**config.mk**
```make
export PLATFORM = sky130hd
export DESIGN_NAME = multi_dice_roll
export DESIGN_NICKNAME = d
export VERILOG_FILES = /design/src/rtl/multi_dice_roll.sv
export SDC_FILE = /design/constraint.sdc
export NUM_CORES = 1
export LEC_CHECK = 0
export ABC_AREA = 1
export CORE_MARGIN = 2
export CORE_UTILIZATION = 52
export DETAILED_ROUTE_END_ITERATION = 16
export PLACE_DENSITY = 0.82
export SYNTH_ARGS = -nofsm -noshare
export SYNTH_HDL_FRONTEND = slang
export SYNTH_SLANG_ARGS = --single-unit
```
**constraint.sdc**
```tcl
create_clock -name clk -period 3 [get_ports clk]
set_input_delay 0.9 -clock clk [delete_from_list [all_inputs] [get_ports clk]]
set_output_delay 0.9 -clock clk [all_outputs]
set_load 0.05 [all_outputs]
```
**src/rtl/multi_dice_roll.sv**
```systemverilog
// NUM_DICE odometer-style dice with per-die hold, registered total and roll counter.
// Optional all-dice-equal flag on `doubles` when DOUBLES_EN is defined.
module multi_dice_roll #(
  parameter  int NUM_DICE   = 2,
  parameter  int FACES      = 6,
  parameter  int ROLL_CNT_W = 8,
  localparam int FACE_W     = $clog2(FACES + 1),
  localparam int SUM_W      = $clog2(NUM_DICE * FACES + 1)
) (
  input  logic                       clk,
  input  logic                       rst,
  input  logic                       button,
  input  logic [NUM_DICE-1:0]        hold,
  output logic [NUM_DICE*FACE_W-1:0] throw,
  output logic [SUM_W-1:0]           sum,
  output logic                       done,
  output logic                       rolling,
  output logic [ROLL_CNT_W-1:0]      roll_cnt
`ifdef DOUBLES_EN
  ,
  output logic                       doubles
`endif
);

  typedef enum logic [1:0] {
    S_IDLE,
    S_ROLLING,
    S_SUM
  } state_t;

  localparam logic [FACE_W-1:0] FACE_MAX = FACE_W'(FACES);
  localparam logic [FACE_W-1:0] FACE_ONE = FACE_W'(1);

  state_t                  state_q, state_d;
  logic [FACE_W-1:0]       dice_q [NUM_DICE];
  logic [FACE_W-1:0]       dice_d [NUM_DICE];
  logic [SUM_W-1:0]        sum_q, sum_d;
  logic [ROLL_CNT_W-1:0]   cnt_q, cnt_d;
  logic                    done_q, done_d;
  logic                    rolling_q, rolling_d;
  logic                    advance;
  logic                    carry;
  logic [SUM_W-1:0]        total;

  always_comb begin
    state_d = state_q;
    advance = 1'b0;
    unique case (state_q)
      S_IDLE: begin
        if (button) begin
          state_d = S_ROLLING;
          advance = 1'b1;
        end
      end
      S_ROLLING: begin
        if (button) advance = 1'b1;
        else        state_d = S_SUM;
      end
      S_SUM:   state_d = S_IDLE;
      default: state_d = S_IDLE;
    endcase
  end

  // Held dice are transparent to the carry chain.
  always_comb begin
    carry = 1'b1;
    for (int k = 0; k < NUM_DICE; k++) begin
      dice_d[k] = dice_q[k];
      if (!hold[k] && carry) begin
        if (dice_q[k] >= FACE_MAX || dice_q[k] == '0) begin
          dice_d[k] = FACE_ONE;
        end else begin
          dice_d[k] = dice_q[k] + FACE_ONE;
          carry     = 1'b0;
        end
      end
    end
  end

  always_comb begin
    total = '0;
    for (int k = 0; k < NUM_DICE; k++) begin
      total = total + SUM_W'(dice_q[k]);
    end
  end

  always_comb begin
    sum_d     = sum_q;
    cnt_d     = cnt_q;
    done_d    = 1'b0;
    rolling_d = (state_d == S_ROLLING);
    if (state_q == S_SUM) begin
      sum_d  = total;
      cnt_d  = cnt_q + 1'b1;
      done_d = 1'b1;
    end
  end

  always_ff @(posedge clk) begin
    if (!rst) begin
      state_q   <= S_IDLE;
      sum_q     <= SUM_W'(NUM_DICE);
      cnt_q     <= '0;
      done_q    <= 1'b0;
      rolling_q <= 1'b0;
      for (int k = 0; k < NUM_DICE; k++) begin
        dice_q[k] <= FACE_ONE;
      end
    end else begin
      state_q   <= state_d;
      sum_q     <= sum_d;
      cnt_q     <= cnt_d;
      done_q    <= done_d;
      rolling_q <= rolling_d;
      if (advance) begin
        for (int k = 0; k < NUM_DICE; k++) begin
          dice_q[k] <= dice_d[k];
        end
      end
    end
  end

  for (genvar g = 0; g < NUM_DICE; g++) begin : g_throw
    assign throw[g*FACE_W +: FACE_W] = dice_q[g];
  end

  assign sum      = sum_q;
  assign done     = done_q;
  assign rolling  = rolling_q;
  assign roll_cnt = cnt_q;

`ifdef DOUBLES_EN
  logic all_eq;
  logic doubles_q, doubles_d;

  always_comb begin
    all_eq = (NUM_DICE >= 2);
    for (int k = 1; k < NUM_DICE; k++) begin
      if (dice_q[k] != dice_q[0]) all_eq = 1'b0;
    end
  end

  always_comb begin
    doubles_d = doubles_q;
    if (state_q == S_SUM) doubles_d = all_eq;
  end

  always_ff @(posedge clk) begin
    if (!rst) doubles_q <= 1'b0;
    else      doubles_q <= doubles_d;
  end

  assign doubles = doubles_q;
`endif

endmodule

```
# [After elaboration in Yosys (flattened, before gate mapping)]
# Memory sizes are Yosys's and may differ from the RTL's.
# Cells that the tools add are included.
[totals] reg_bits=16 latchBits=0 mem_bits_rw=6 rom_bits=0 input_bits=5 word_cells=43 memories=1
[classes] n_addsub=4 multipliers=0 n_div=0 order_cmp=2 eq_ne=3 shifts=0 n_mux=18 bitwise_logic=2 reduce_logical=8
[memory_table] name="dice_q" words=2 word_bits=3 rd=2 rd_clocked_by_memory_dff=0 wr=2 line_no="35" text="logic [FACE_W-1:0] dice_q [NUM_DICE];"
[op_table] operator="$mux 3" count=6
[op_table] operator="$mux 1" count=9
[op_table] operator="$add 8x1->8 const B" count=1
[op_table] operator="$add 3x1->3 const B" count=2
[op_table] operator="$ge 3x3->1 const B" count=2
[op_table] operator="$logic_not 3->1" count=2
[op_table] operator="$add 3x3->4" count=1
[op_table] operator="$eq 2x1->1 const B" count=2
[op_table] operator="$mux 2" count=2
[op_table] operator="$pmux 2 s2" count=1
[op_table] operator="$eq 2x2->1 const B" count=1
[op_table] operator="$logic_not 2->1" count=1
[op_table] operator="$logic_or 1x1->1" count=2
[op_table] operator="$or 1x1->1" count=2
[op_table] operator="$reduce_or 2->1" count=1
[op_table] operator="$logic_and 1x1->1" count=1
[op_table] operator="$logic_not 1->1" count=1

# [Longest topological paths before layout]
# Gate-level depths: netlist of the first run.
[depth] ltp_word=7 mapped_depth=7 depth_no_buf=7

# [Worst setup path before layout of the first run]
# OpenSTA, ideal clock, no wires.
[synth_timing] kind="register -> register" startpoint="mem dice_q[0][0] (netlist name)" endpoint="mem dice_q[0][0] (netlist name), data pin" setup_ps=275 arrival_ps=1553 required_time_ps=2725 path_slack_ps=1173 path_stages_with_launch=7 path_buffers=0 period_less_slack_ps=1827 cell_sequence="edfxtp_1 -> inv_1 -> ha_1 -> o21ai_0 -> o21ai_0 -> nor2_1 -> nand2_1"
[synth_lines] element="from (decl)" line_no="35"

# [Worst setup path after layout of the first run]
[layout_timing] startpoint="reg cnt_q[3], in the netlist roll_cnt[3]" endpoint="out roll_cnt[3]"
[layout_lines] element="from (decl)" line_no="38" text="logic [ROLL_CNT_W-1:0] cnt_q, cnt_d;"
[layout_lines] element="from (signal assigned)" line_no="112" text="cnt_q <= cnt_d;"
[layout_lines] element="to (decl)" line_no="18" text="output logic [ROLL_CNT_W-1:0] roll_cnt"
# No word-level cell between the ends.

==> results.json, run 1 <==
{
  "status": "finished, final reports clean",
  "power_density_nw_per_um2": 446,
  "synth_cells": 127,
  "syn_area_um2": 1100,
  "rows": 16,
  "cp-start-kind": "flop",
  "syn-num-nets": 143,
  "ir_worst_vdd_uv": 326,
  "io_pins": 25,
  "cp.required_ns": 2.10,
  "cts-root-buf": "clkbuf_4",
  "skew_ns": 0.00879,
  "crit_arrival_ns": 1.64,
  "fin_crit_sh_pct": 84.6,
  "h-tree-depth": 1,
  "clk_latency_ns": 0.31,
  "first_pass_iters": 4,
  "clk_path_buf_depth": 2,
  "grt_max_degree": 14,
  "die_h_um": 50.1,
  "hold_depth": 2,
  "port_buffers": 24,
  "relSlewSlack_pct": 66.2,
  "detail_route.iter0.violations": 20,
  "rsz0062_at_grt": "no",
  "hold_buffers": 0,
  "cp_num_buf_inv": 1,
  "crit_fanout": 7,
  "seqCellArea_um2": 500,
  "layout.nets": 172,
  "gp_congestion": 0.770,
  "via_per_inst": 4.97,
  "setup_viol": 0,
  "insertedDiodeCount": 0,
  "cts_tree": "yes",
  "avgSynthCellArea_um2": 8.69,
  "drive_above_1_share_pct": 10.3,
  "grt.total_usage_pct": 20.9,
  "cp_slowest_cell": "clkdlybuf4s50_1",
  "critical_path_class": "flop to output port",
  "finalHoldViolations": 0,
  "final_cells": 182,
  "dieArea_um2": 2510,
  "end_kind": "output port",
  "tns_ns": 0,
  "synth_cell_type_count": 23,
  "cts_inserted_buffers": 3,
  "ff2ff_path_depth": 6,
  "n_fill_cell": 148,
  "finalCriticalPeriod_ns": 2.54,
  "routed-via-count": 904,
  "antenna_found_initial": 0,
  "drc": 0,
  "cts_resized": 0,
  "final_cell_mix": "24 x clkdlybuf4s50_1, 22 x nor2_1, 18 x nand2_1",
  "hp-class": "flop to flop",
  "worst_pin_slew_ns": 0.505,
  "grt_pass1_wl_um": 3910,
  "dp.final_hpwl_um": 1750,
  "numClockSinks": 22,
  "cp.depth": 1,
  "maxCapViolCount": 0,
  "postCtsSetupRepairBufs": 0,
  "yosysSeqAreaShare_pct": 45.4,
  "path_delay_family": "buffers and inverters",
  "core_um2": 1980,
  "start_util_pct": 55.7,
  "wl_um": 2250,
  "die_x_um": 50.1,
  "drv_slew": 0,
  "wl_per_cell_um": 12.4,
  "place_inst": 178,
  "power_leakage_uw": 0.000610,
  "yosys_warnings": 0,
  "ys_ff_latch": 22,
  "overflow": 0,
  "critPathMaxStageDelay_ns": 0.85,
  "path_clk_slew_ns": 0.13,
  "fmax_mhz": 394,
  "final_common_cell": "clkdlybuf4s50_1",
  "grt_pass1_vias": 915,
  "ant_nets": 0,
  "path_cells": "clkdlybuf4s50_1",
  "syn_to_final_growth_pct": 29.4,
  "multi_input_area_um2": 534
}
## cell usage after synthesis
master / n / area (um^2)
a21oi_1: 6 / 30.0
buf_2: 1 / 5.00
dfxtp_1: 16 / 320
edfxtp_1: 6 / 180
fa_1: 1 / 20.0
ha_1: 10 / 125
inv_1: 13 / 48.8
inv_2: 4 / 15.0
nand2_1: 18 / 67.6
nand2_4: 1 / 11.3
nand3_1: 6 / 30.0
nand4_1: 1 / 6.26
nor2_1: 22 / 82.6
nor2_2: 1 / 6.26
nor2_4: 3 / 33.8
nor3_2: 1 / 10.0
nor3b_2: 1 / 12.5
nor4_1: 1 / 6.26
o211ai_1: 1 / 7.51
o21ai_0: 9 / 45.0
o21ai_1: 1 / 5.00
xnor2_1: 2 / 17.5
xor2_1: 2 / 17.5
## per-stage QoR
| step | cell area (um^2) | power (uW) | setup slack [ns] | hold WS (ns) | utilization [%] |
|---|---|---|---|---|---|
| 2_1_floorplan | 1100 | 412 | 1.17 | 0.466 | - |
| 3_3_place_gp | 1380 | 446 | 0.754 | 0.475 | 69.6 |
| 3_5_place_dp | 1380 | 450 | 0.720 | 0.491 | 69.6 |
| 4_1_cts | 1430 | 641 | 0.451 | 0.514 | 72.0 |
| 5_1_grt | 1430 | 666 | 0.386 | 0.554 | 72.0 |
| 6_report | 1430 | 637 | 0.461 | 0.513 | 72.0 |
## final cells by class
cell class	instances	share of cell area, %
timing repair buffer	25	17.4
inverter	17	4.47
multi-input combinational	87	37.4
sequential	22	35.1
tap	27	2.37
clock buffer	4	3.33
## final timing paths
path | startpoint | end | slack (ns)
max | roll_cnt[3]$_SDFFE_PN0P_ | roll_cnt[3] | 0.46
min | sum[1]$_SDFFE_PN1P_ | sum[1]$_SDFFE_PN1P_ | 0.51
max reg2reg | dice_q[0][0]$_SDFFCE_PP1P_ | dice_q[0][0]$_SDFFCE_PP1P_ | 1.35
min reg2reg | sum[1]$_SDFFE_PN1P_ | sum[1]$_SDFFE_PN1P_ | 0.51
## worst reg2reg max path: stages, from the launching register on
cell	delay, ns
edfxtp_1	0.48
inv_1	0.09
ha_1	0.19
o21ai_0	0.21
o21ai_0	0.22
nor2_1	0.16
nand2_1	0.06
## cells by family (layout without fill, tap and decap cells)
logic type	Yosys count	count (layout)	synth area share (%)
and+or+nand+nor	55	55	24.2
DFF	22	22	45.4
buffers and inverters	18	46	6.24
AOI/OAI and AO/OA	17	17	7.94
adders and majority gates	11	11	13.2
xor gates and xnor gates	4	4	3.18
## flip-flops by register name, indices dropped and copies added (netlist names)
name and count:
roll_cnt 8, dice_q 6, sum 4, state_q 2, done 1, rolling 1
## routing by layer
layer | vias up | GRT usage, % | share of wire (%)
met3 | 2 | 3.03 | 4.3
met5 | - | 0 | 0
met2 | 18 | 36.8 | 50
li1 | 467 | - | -
met1 | 417 | 25.2 | 45
met4 | 0 | 8.33 | 0.53
## report_power, final
group | switching [uW] | internal [uW] | leakage (uW)
Sequential | 13.3 | 317 | 0.000189
Clock | 92.2 | 102 | 0.0000261
Combinational | 70.9 | 41.9 | 0.000395
Total | 176 | 461 | 0.000610
(Power assumes the default switching activity.)
==> run 2: changes to the inputs <==
--- a/config.mk
+++ b/config.mk
@@ -7,9 +7,9 @@
 export LEC_CHECK = 0
 export ABC_AREA = 1
 export CORE_MARGIN = 2
-export CORE_UTILIZATION = 52
+export CORE_UTILIZATION = 48
 export DETAILED_ROUTE_END_ITERATION = 16
-export PLACE_DENSITY = 0.82
+export PLACE_DENSITY = 0.77
 export SYNTH_ARGS = -nofsm -noshare
 export SYNTH_HDL_FRONTEND = slang
 export SYNTH_SLANG_ARGS = --single-unit
==> constraint.sdc (replaced) <==
create_clock -name clk -period 2.6 [get_ports clk]
set_input_delay 0.78 -clock clk [delete_from_list [all_inputs] [get_ports clk]]
set_output_delay 0.78 -clock clk [all_outputs]
set_load 0.05 [all_outputs]
==> run 2 against run 1 <==
Clock skew shrank 0.00097 ns. Sequential cell count did not move. Die area is 7.7% higher. Non-clock buffer count did not move. Cell count is 0.55% higher. Total power rose by 15%. Design area about the same. Critical path type unchanged. Highest routed layer unchanged.
==> results.json, run 2 (synthesis results as in run 1) <==
{
  "end_kind": "output port",
  "pwr-share-clk_pct": 30.5,
  "layout.nets": 172,
  "crit_fanout": 5,
  "start_util_pct": 50.4,
  "clk_path_buf_depth": 2,
  "rsz0062_at_grt": "no",
  "maxCapViolCount": 0,
  "drc": 0,
  "ff2ff_path_depth": 6,
  "switching_share_pct": 27.7,
  "hold_end": "sum[1]$_SDFFE_PN1P_",
  "numClockSinks": 22,
  "grt.total_usage_pct": 19.4,
  "setup_viol": 0,
  "worst_pin_slew_ns": 0.503,
  "tns_ns": 0,
  "wl_per_cell_um": 12.0,
  "power_frac_seq_pct": 51.9,
  "fin_crit_sh_pct": 93.0,
  "dieArea_um2": 2700,
  "r2r_end": "dice_q[0][0]$_SDFFCE_PP1P_",
  "via_per_inst": 4.90,
  "io_pins": 25,
  "finalCriticalPeriod_ns": 2.42,
  "die_h_um": 52.0,
  "final_common_cell": "clkdlybuf4s50_1",
  "h-tree-depth": 1,
  "syn_to_final_growth_pct": 29.5,
  "dp.final_hpwl_um": 1660,
  "status": "finished, final reports clean",
  "relSlewSlack_pct": 66.3,
  "largest_reg_flops": 8,
  "crit_arrival_ns": 1.64,
  "wl_um": 2190,
  "grt_pass1_vias": 873,
  "clk_latency_ns": 0.31,
  "hold_buffers": 0,
  "final_cell_mix": "24 x clkdlybuf4s50_1, 22 x nor2_1, 18 x nand2_1",
  "cp_num_buf_inv": 1,
  "finalHoldViolations": 0,
  "cts-root-buf": "clkbuf_4",
  "detail_route.iter0.violations": 13,
  "critical_path_class": "flop to output port",
  "overflow": 0,
  "combPwrFrac_pct": 17.7,
  "routed-via-count": 896,
  "path_delay_family": "buffers and inverters",
  "cts_inserted_buffers": 3,
  "cp_slowest_cell": "clkdlybuf4s50_1",
  "cts_resized": 0,
  "hp-class": "flop to flop",
  "cp.required_ns": 1.82,
  "r2r_slack_ns": 0.92,
  "drive_above_1_share_pct": 10.3,
  "power_uw": 735,
  "rows": 17,
  "grt_max_degree": 14,
  "insertedDiodeCount": 0,
  "skew_ns": 0.00782,
  "hold_ws_ns": 0.513,
  "postCtsSetupRepairBufs": 0,
  "die_x_um": 52.0,
  "r2r-start": "dice_q[0][0]$_SDFFCE_PP1P_",
  "antenna_found_initial": 0,
  "cp-start-kind": "flop",
  "cts_tree": "yes",
  "path_clk_slew_ns": 0.12,
  "first_pass_iters": 4,
  "drv_slew": 0,
  "p_int_uw": 531,
  "power_density_nw_per_um2": 514,
  "port_buffers": 24,
  "hold_depth": 2,
  "ant_nets": 0,
  "gp_congestion": 0.846,
  "fmax_mhz": 413,
  "critPathMaxStageDelay_ns": 0.85,
  "ir_worst_vdd_uv": 320,
  "core_um2": 2190,
  "path_cells": "clkdlybuf4s50_1",
  "power_leakage_uw": 0.000610,
  "p_sw_uw": 204,
  "grt_pass1_wl_um": 3820,
  "worstHoldStart": "sum[1]$_SDFFE_PN1P_",
  "n_fill_cell": 170
}
## run 2: layout make-up
type / instances / area, um^2 / share of cell area, %
timing repair buffer: 25 / 248 / 17.3
clock buffer: 4 / 47.5 / 3.33
tap: 28 / 35.0 / 2.45
inverter: 17 / 63.8 / 4.47
sequential: 22 / 500 / 35.0
multi-input combinational: 87 / 534 / 37.4
## run 2: through the flow
stage          utilization [%]  instances  cell area (um^2)  setup WS [ns]
2_1_floorplan                -        127              1100          0.773
3_3_place_gp              63.0        179              1380          0.478
3_5_place_dp              63.0        179              1380          0.471
4_1_cts                   65.2        183              1430          0.161
5_1_grt                   65.2        183              1430          0.115
6_report                  65.2        183              1430          0.181
## run 2: power groups by stage
stage / Clock, uW / Sequential [uW] / Combinational, uW
5_1_grt: 241 / 383 / 142
2_1_floorplan: 0 / 421 / 53.8
3_3_place_gp: 0 / 388 / 127
6_report: 224 / 381 / 130
3_5_place_dp: 0 / 389 / 129
4_1_cts: 230 / 381 / 131
## run 2: layer usage
metal	wire length, um	GRT usage, %	vias up
met5	0	0	-
met4	33	9.21	0
met3	82	3.74	4
met2	1040	31.0	16
met1	1040	25.0	413
li1	-	-	463
## run 2: tightest hold or removal path: stages (launching register included)
cell	delay (ns)
dfxtp_1	0.36
a21oi_1	0.07
o21ai_1	0.06
## run 2: how the worst max path moves through the flow
stage,startpoint,endpoint,cells after the start
detailed placement,button,dice_q[0][4]$_SDFFCE_PP0P_,7
CTS,dice_q[0][2]$_SDFFCE_PP0P_,throw[2],1
global placement,button,dice_q[0][4]$_SDFFCE_PP0P_,7
global route,dice_q[0][1]$_SDFFCE_PP0P_,throw[1],1
floorplan,dice_q[0][0]$_SDFFCE_PP1P_,dice_q[0][0]$_SDFFCE_PP1P_,6
finish,dice_q[0][0]$_SDFFCE_PP1P_,throw[0],1
